File: config.mk
export PLATFORM = sky130hd
export DESIGN_NAME = io_request_arbiter
export DESIGN_NICKNAME = d
export VERILOG_FILES = /design/src/rtl/io_request_arbiter.sv
export SDC_FILE = /design/constraint.sdc
export NUM_CORES = 1
export LEC_CHECK = 0
export CORE_AREA = 5 5 162 164
export CTS_BUF_LIST = sky130_fd_sc_hd__clkbuf_2 sky130_fd_sc_hd__clkbuf_4 sky130_fd_sc_hd__clkbuf_8
export DETAILED_ROUTE_END_ITERATION = 6
export DIE_AREA = 0 0 167 169
export GPL_ROUTABILITY_DRIVEN = 1
export HOLD_SLACK_MARGIN = 0.05
export PLACE_DENSITY = 0.65
export SLEW_MARGIN = 25
export SYNTH_ARGS = -nofsm -noshare
export SYNTH_HDL_FRONTEND = slang
export SYNTH_SLANG_ARGS = --single-unit
File: constraint.sdc
create_clock -name clk -period 5 [get_ports clk]
set_clock_uncertainty 0.1 [all_clocks]
set_input_delay 0.75 -clock clk [delete_from_list [all_inputs] [get_ports clk]]
set_output_delay 0.75 -clock clk [all_outputs]
set_load 0.02 [all_outputs]
File: src/rtl/io_request_arbiter.sv
// Round-robin arbiter sharing one non-cached I/O bus between NUM_REQUESTERS request queues.
// Optional feature macro: IO_ARB_PERF_EN adds the perf_io_grant / perf_io_contend outputs.

`ifndef NUM_CORES
`define NUM_CORES 4
`endif

package io_arb_pkg;
    typedef logic [31:0] scalar_t;
    typedef logic [3:0]  core_id_t;
    typedef logic [3:0]  thread_idx_t;

    typedef struct packed {
        logic        store;
        thread_idx_t thread_idx;
        scalar_t     address;
        scalar_t     value;
    } ioreq_packet_t;

    typedef struct packed {
        core_id_t    core;
        thread_idx_t thread_idx;
        scalar_t     read_value;
    } iorsp_packet_t;
endpackage

module io_request_arbiter
    import io_arb_pkg::*;
#(
    parameter int NUM_REQUESTERS = `NUM_CORES
) (
    input  logic                      clk,
    input  logic                      reset,
    input  logic [NUM_REQUESTERS-1:0] ioreq_valid,
    input  ioreq_packet_t             ioreq_packet [NUM_REQUESTERS],
    output logic [NUM_REQUESTERS-1:0] ioreq_ack,
    output logic                      io_bus_write_en,
    output logic                      io_bus_read_en,
    output scalar_t                   io_bus_address,
    output scalar_t                   io_bus_write_data,
    input  scalar_t                   io_bus_read_data,
    output logic                      iorsp_valid,
    output iorsp_packet_t             iorsp_packet
`ifdef IO_ARB_PERF_EN
    ,
    output logic                      perf_io_grant,
    output logic                      perf_io_contend
`endif
);

    core_id_t      rr_ptr;
    core_id_t      rr_next;
    core_id_t      grant_idx;
    logic          any_grant;
    ioreq_packet_t sel_pkt;

    logic          s1_valid;
    logic          s1_store;
    core_id_t      s1_core;
    thread_idx_t   s1_thread;

    logic          s2_valid;
    logic          s2_store;
    core_id_t      s2_core;
    thread_idx_t   s2_thread;

    // Two passes: indices at/after the pointer first, then the wrapped-around low indices.
    always_comb begin
        ioreq_ack = '0;
        grant_idx = '0;
        any_grant = 1'b0;
        sel_pkt   = '0;
        for (int i = 0; i < NUM_REQUESTERS; i++) begin
            if (!any_grant && (i >= int'(rr_ptr)) && ioreq_valid[i]) begin
                any_grant    = 1'b1;
                grant_idx    = core_id_t'(i);
                ioreq_ack[i] = 1'b1;
                sel_pkt      = ioreq_packet[i];
            end
        end
        for (int i = 0; i < NUM_REQUESTERS; i++) begin
            if (!any_grant && (i < int'(rr_ptr)) && ioreq_valid[i]) begin
                any_grant    = 1'b1;
                grant_idx    = core_id_t'(i);
                ioreq_ack[i] = 1'b1;
                sel_pkt      = ioreq_packet[i];
            end
        end
    end

    always_comb begin
        if (grant_idx == core_id_t'(NUM_REQUESTERS - 1))
            rr_next = '0;
        else
            rr_next = grant_idx + core_id_t'(1);
    end

    always_ff @(posedge clk or posedge reset) begin
        if (reset) begin
            rr_ptr            <= '0;
            io_bus_write_en   <= 1'b0;
            io_bus_read_en    <= 1'b0;
            io_bus_address    <= '0;
            io_bus_write_data <= '0;
            s1_valid          <= 1'b0;
            s1_store          <= 1'b0;
            s1_core           <= '0;
            s1_thread         <= '0;
            s2_valid          <= 1'b0;
            s2_store          <= 1'b0;
            s2_core           <= '0;
            s2_thread         <= '0;
            iorsp_valid       <= 1'b0;
            iorsp_packet      <= '0;
        end else begin
            if (any_grant) begin
                rr_ptr            <= rr_next;
                io_bus_address    <= sel_pkt.address;
                io_bus_write_data <= sel_pkt.value;
            end
            io_bus_write_en <= any_grant && sel_pkt.store;
            io_bus_read_en  <= any_grant && !sel_pkt.store;

            s1_valid  <= any_grant;
            s1_store  <= sel_pkt.store;
            s1_core   <= grant_idx;
            s1_thread <= sel_pkt.thread_idx;

            s2_valid  <= s1_valid;
            s2_store  <= s1_store;
            s2_core   <= s1_core;
            s2_thread <= s1_thread;

            // Load data is on the bus during the cycle after read_en, i.e. while the tag sits in s2.
            iorsp_valid <= s2_valid;
            if (s2_valid) begin
                iorsp_packet.core       <= s2_core;
                iorsp_packet.thread_idx <= s2_thread;
                iorsp_packet.read_value <= s2_store ? '0 : io_bus_read_data;
            end
        end
    end

`ifdef IO_ARB_PERF_EN
    always_ff @(posedge clk or posedge reset) begin
        if (reset) begin
            perf_io_grant   <= 1'b0;
            perf_io_contend <= 1'b0;
        end else begin
            perf_io_grant   <= any_grant;
            perf_io_contend <= ($countones(ioreq_valid) > 1);
        end
    end
`endif

endmodule
==> impl_metrics.json <==
{
  "outcome": "completed",
  "clkTransAtPathRegs_ps": 90,
  "drv_cap": 0,
  "period_needed_ps": 3990,
  "postCtsSetupBuffers": 0,
  "cp.arrival_ps": 3140,
  "setup_slack_ps": 1010,
  "yosysMostFrequentCell": "a21oi_1",
  "clock_latency_ps": 450,
  "avgSynthCellArea_um2": 8.42,
  "route.detailed.drc": 0,
  "required_ps": 4150,
  "dieHeight_um": 169,
  "cts_tree": "yes",
  "io_pins": 425,
  "ys_seq_area_share_pct": 39.1,
  "power_density_nw_per_um2": 459,
  "chipWidth_um": 167,
  "gp_congestion": 0.856,
  "fin_crit_sh_pct": 79.7,
  "cts_root_buffer": "clkbuf_8",
  "synth-seq-cells": 123,
  "worstSetupEndpointType": "output port",
  "post_cts_resized": 0,
  "place_area_um2": 12300,
  "clockBufferDepth": 2,
  "finalInstanceArea_um2": 12700,
  "ant_nets": 0,
  "hold_class": "reg2reg",
  "placementRows": 58,
  "fin_nets": 1610,
  "synth.area.top_cells": "dfrtp_1 39%, a21oi_1 7.9%, o221ai_1 6.3%",
  "cp_cell_sequence": "clkdlybuf4s50_1, o21bai_2, a22oi_1, or3_2, o21ai_0, clkdlybuf4s50_1",
  "routed-via-count": 9534,
  "synth-main-ff-cell": "dfrtp_1",
  "yosysWarnings": 0,
  "synth_area_um2": 7860,
  "crit_path_max_fanout": 11,
  "crit_start": "ioreq_valid[2]",
  "yosys.area.top_type": "dfrtp_1",
  "hpwl_um": 25400,
  "cts_buffers": 17,
  "crit_buf_inv": 2,
  "crit_cells": 6,
  "endpoint": "ioreq_ack[0]",
  "setup_viol": 0,
  "cp-start-kind": "input pin",
  "io_buffers": 422,
  "grt_pass1_wl_um": 56100,
  "leakage_nw": 4.74,
  "tns_ps": 0,
  "ir_drop_mv": 0.254,
  "viasPerCell": 5.81,
  "layout-drive-gt1-share_pct": 6.72,
  "clock-sinks": 123,
  "crit_type": "in2out",
  "synth_cells": 934,
  "grt_pass1_vias": 9596,
  "synthToLayoutAreaGrowth_pct": 61.4,
  "hold_viol": 0,
  "crit_family": "buffers and inverters",
  "grtUsageTotal_pct": 25.1,
  "maxSlewHeadroom_pct": 35.6,
  "firstDrtPassIters": 5,
  "synth.distinct_cells": 43,
  "drtIter0Drc": 988,
  "grt.overflow.total": 0,
  "max_stage_delay_ps": 690,
  "report.power.total_w": 0.00582,
  "worstMarginPinSlew_ps": 966,
  "reg2reg_depth": 5,
  "synth_top_area_share_pct": 39.1,
  "rr_endpoint": "io_bus_read_en",
  "n_fill_cell": 2312,
  "grt_max_degree": 88,
  "reg2reg_from": "rr_ptr[1]",
  "htreeDepth": 4,
  "path_common_cell": "clkdlybuf4s50_1",
  "dieArea_um2": 28200,
  "place_ws_ps": 1050,
  "wirelength_um": 37600,
  "antenna_found_initial": 4,
  "coreArea_um2": 24700,
  "start_util_pct": 31.8,
  "synth_edf_count": 0,
  "async_reset_ff_share_pct": 100,
  "whs_ps": 249,
  "maxSlewViolCount": 0,
  "synthTopCellsByCount": "124 x a21oi_1, 123 x dfrtp_1, 107 x nand2_1, 70 x nand3_1, 68 x clkbuf_1",
  "regToRegSetupSlack_ps": 2190,
  "routedWlPerCell_um": 22.9,
  "cts_hold_buf": 0,
  "rsz0062_at_grt": "no",
  "cpMaxStageDelayCell": "clkdlybuf4s50_1",
  "fmax_mhz": 251
}
## metrics by stage
| step | util, % | instances |
|---|---|---|
| global route | 51.3 | 1641 |
| global placement | 49.6 | 1607 |
| floorplan | - | 935 |
| CTS | 51.2 | 1639 |
| finish | 51.3 | 1641 |
| detailed placement | 49.6 | 1607 |
## layer usage
layer	wire [um]	share of wire (%)	vias to the layer above	track usage, %
met3	3820	10	64	7.80
li1	-	-	4340	-
met2	18200	48	572	41.2
met1	14600	39	4554	31.4
met4	955	2.5	4	9.11
met5	34	0.090	-	0
## registers in the layout, summed over array words and instances (netlist names), 2 cells and up
signal	count
io_bus_write_data	32
io_bus_address	32
s1_core	2
rr_ptr	2
s1_thread	4
iorsp_packet	38
s2_core	2
s2_thread	4
## final cells by class
class / instances / area (um2) / share of cell area (%)
Multi-Input combinational cell: 669 / 4210 / 33.2
Antenna cell: 2 / 5.00 / 0.0394
Sequential cell: 123 / 3080 / 24.3
Inverter: 40 / 155 / 1.22
Clock buffer: 17 / 234 / 1.84
Tap cell: 330 / 413 / 3.25
Timing Repair Buffer: 445 / 4420 / 34.8
Clock inverter: 15 / 171 / 1.35
## kinds of logic (layout without fill, tap and decap cells)
group / after synthesis / after routing / synth area share, %
mux: 6 / 6 / 0.859
buf+inv: 143 / 517 / 7.80
other cells: 1 / 4 / 0.0477
flops: 123 / 123 / 39.1
compound gates: 457 / 457 / 40.5
simple gates: 204 / 204 / 11.6
## worst min-delay path by stage
stage	cells after the start	slack, ps	endpoint	from
detailed placement	0	230	s2_valid	s1_valid
finish	0	250	s2_thread[1]	s1_thread[1]
global placement	0	230	s2_valid	s1_valid
floorplan	0	230	s2_core[0]	s1_core[0]
global route	0	260	s2_thread[3]	s1_thread[3]
CTS	0	250	s2_thread[1]	s1_thread[1]
## cells in the final DEF, fill, tap and decap left out, drive strengths merged, types with 17 or more instances in the layout
cell type / instances
clkdlybuf4s50: 421
a21oi: 124
dfrtp: 123
nand2: 107
nand3: 70
o221ai: 66
o21ai: 52
a22oi: 51
inv: 50
o22a: 48
a31oi: 48
buf: 24
clkbuf: 17
## where the power goes
| part | leakage [nW] | internal (W) | total, W | switching, W |
|---|---|---|---|---|
| logic | 3.03 | 0.00141 | 0.00318 | 0.00176 |
| registers | 1.50 | 0.00142 | 0.00169 | 0.000272 |
| clock network | 0.205 | 0.000423 | 0.000953 | 0.000530 |
| total | 4.74 | 0.00326 | 0.00582 | 0.00257 |
## worst reg2reg max path, stage by stage, from the launching register on
cell,delay (ps)
dfrtp_2,690
buf_4,490
and4_2,580
buf_4,420
a221oi_1,190
o211a_1,260
No activity file was read; power rests on OpenSTA's default activity.
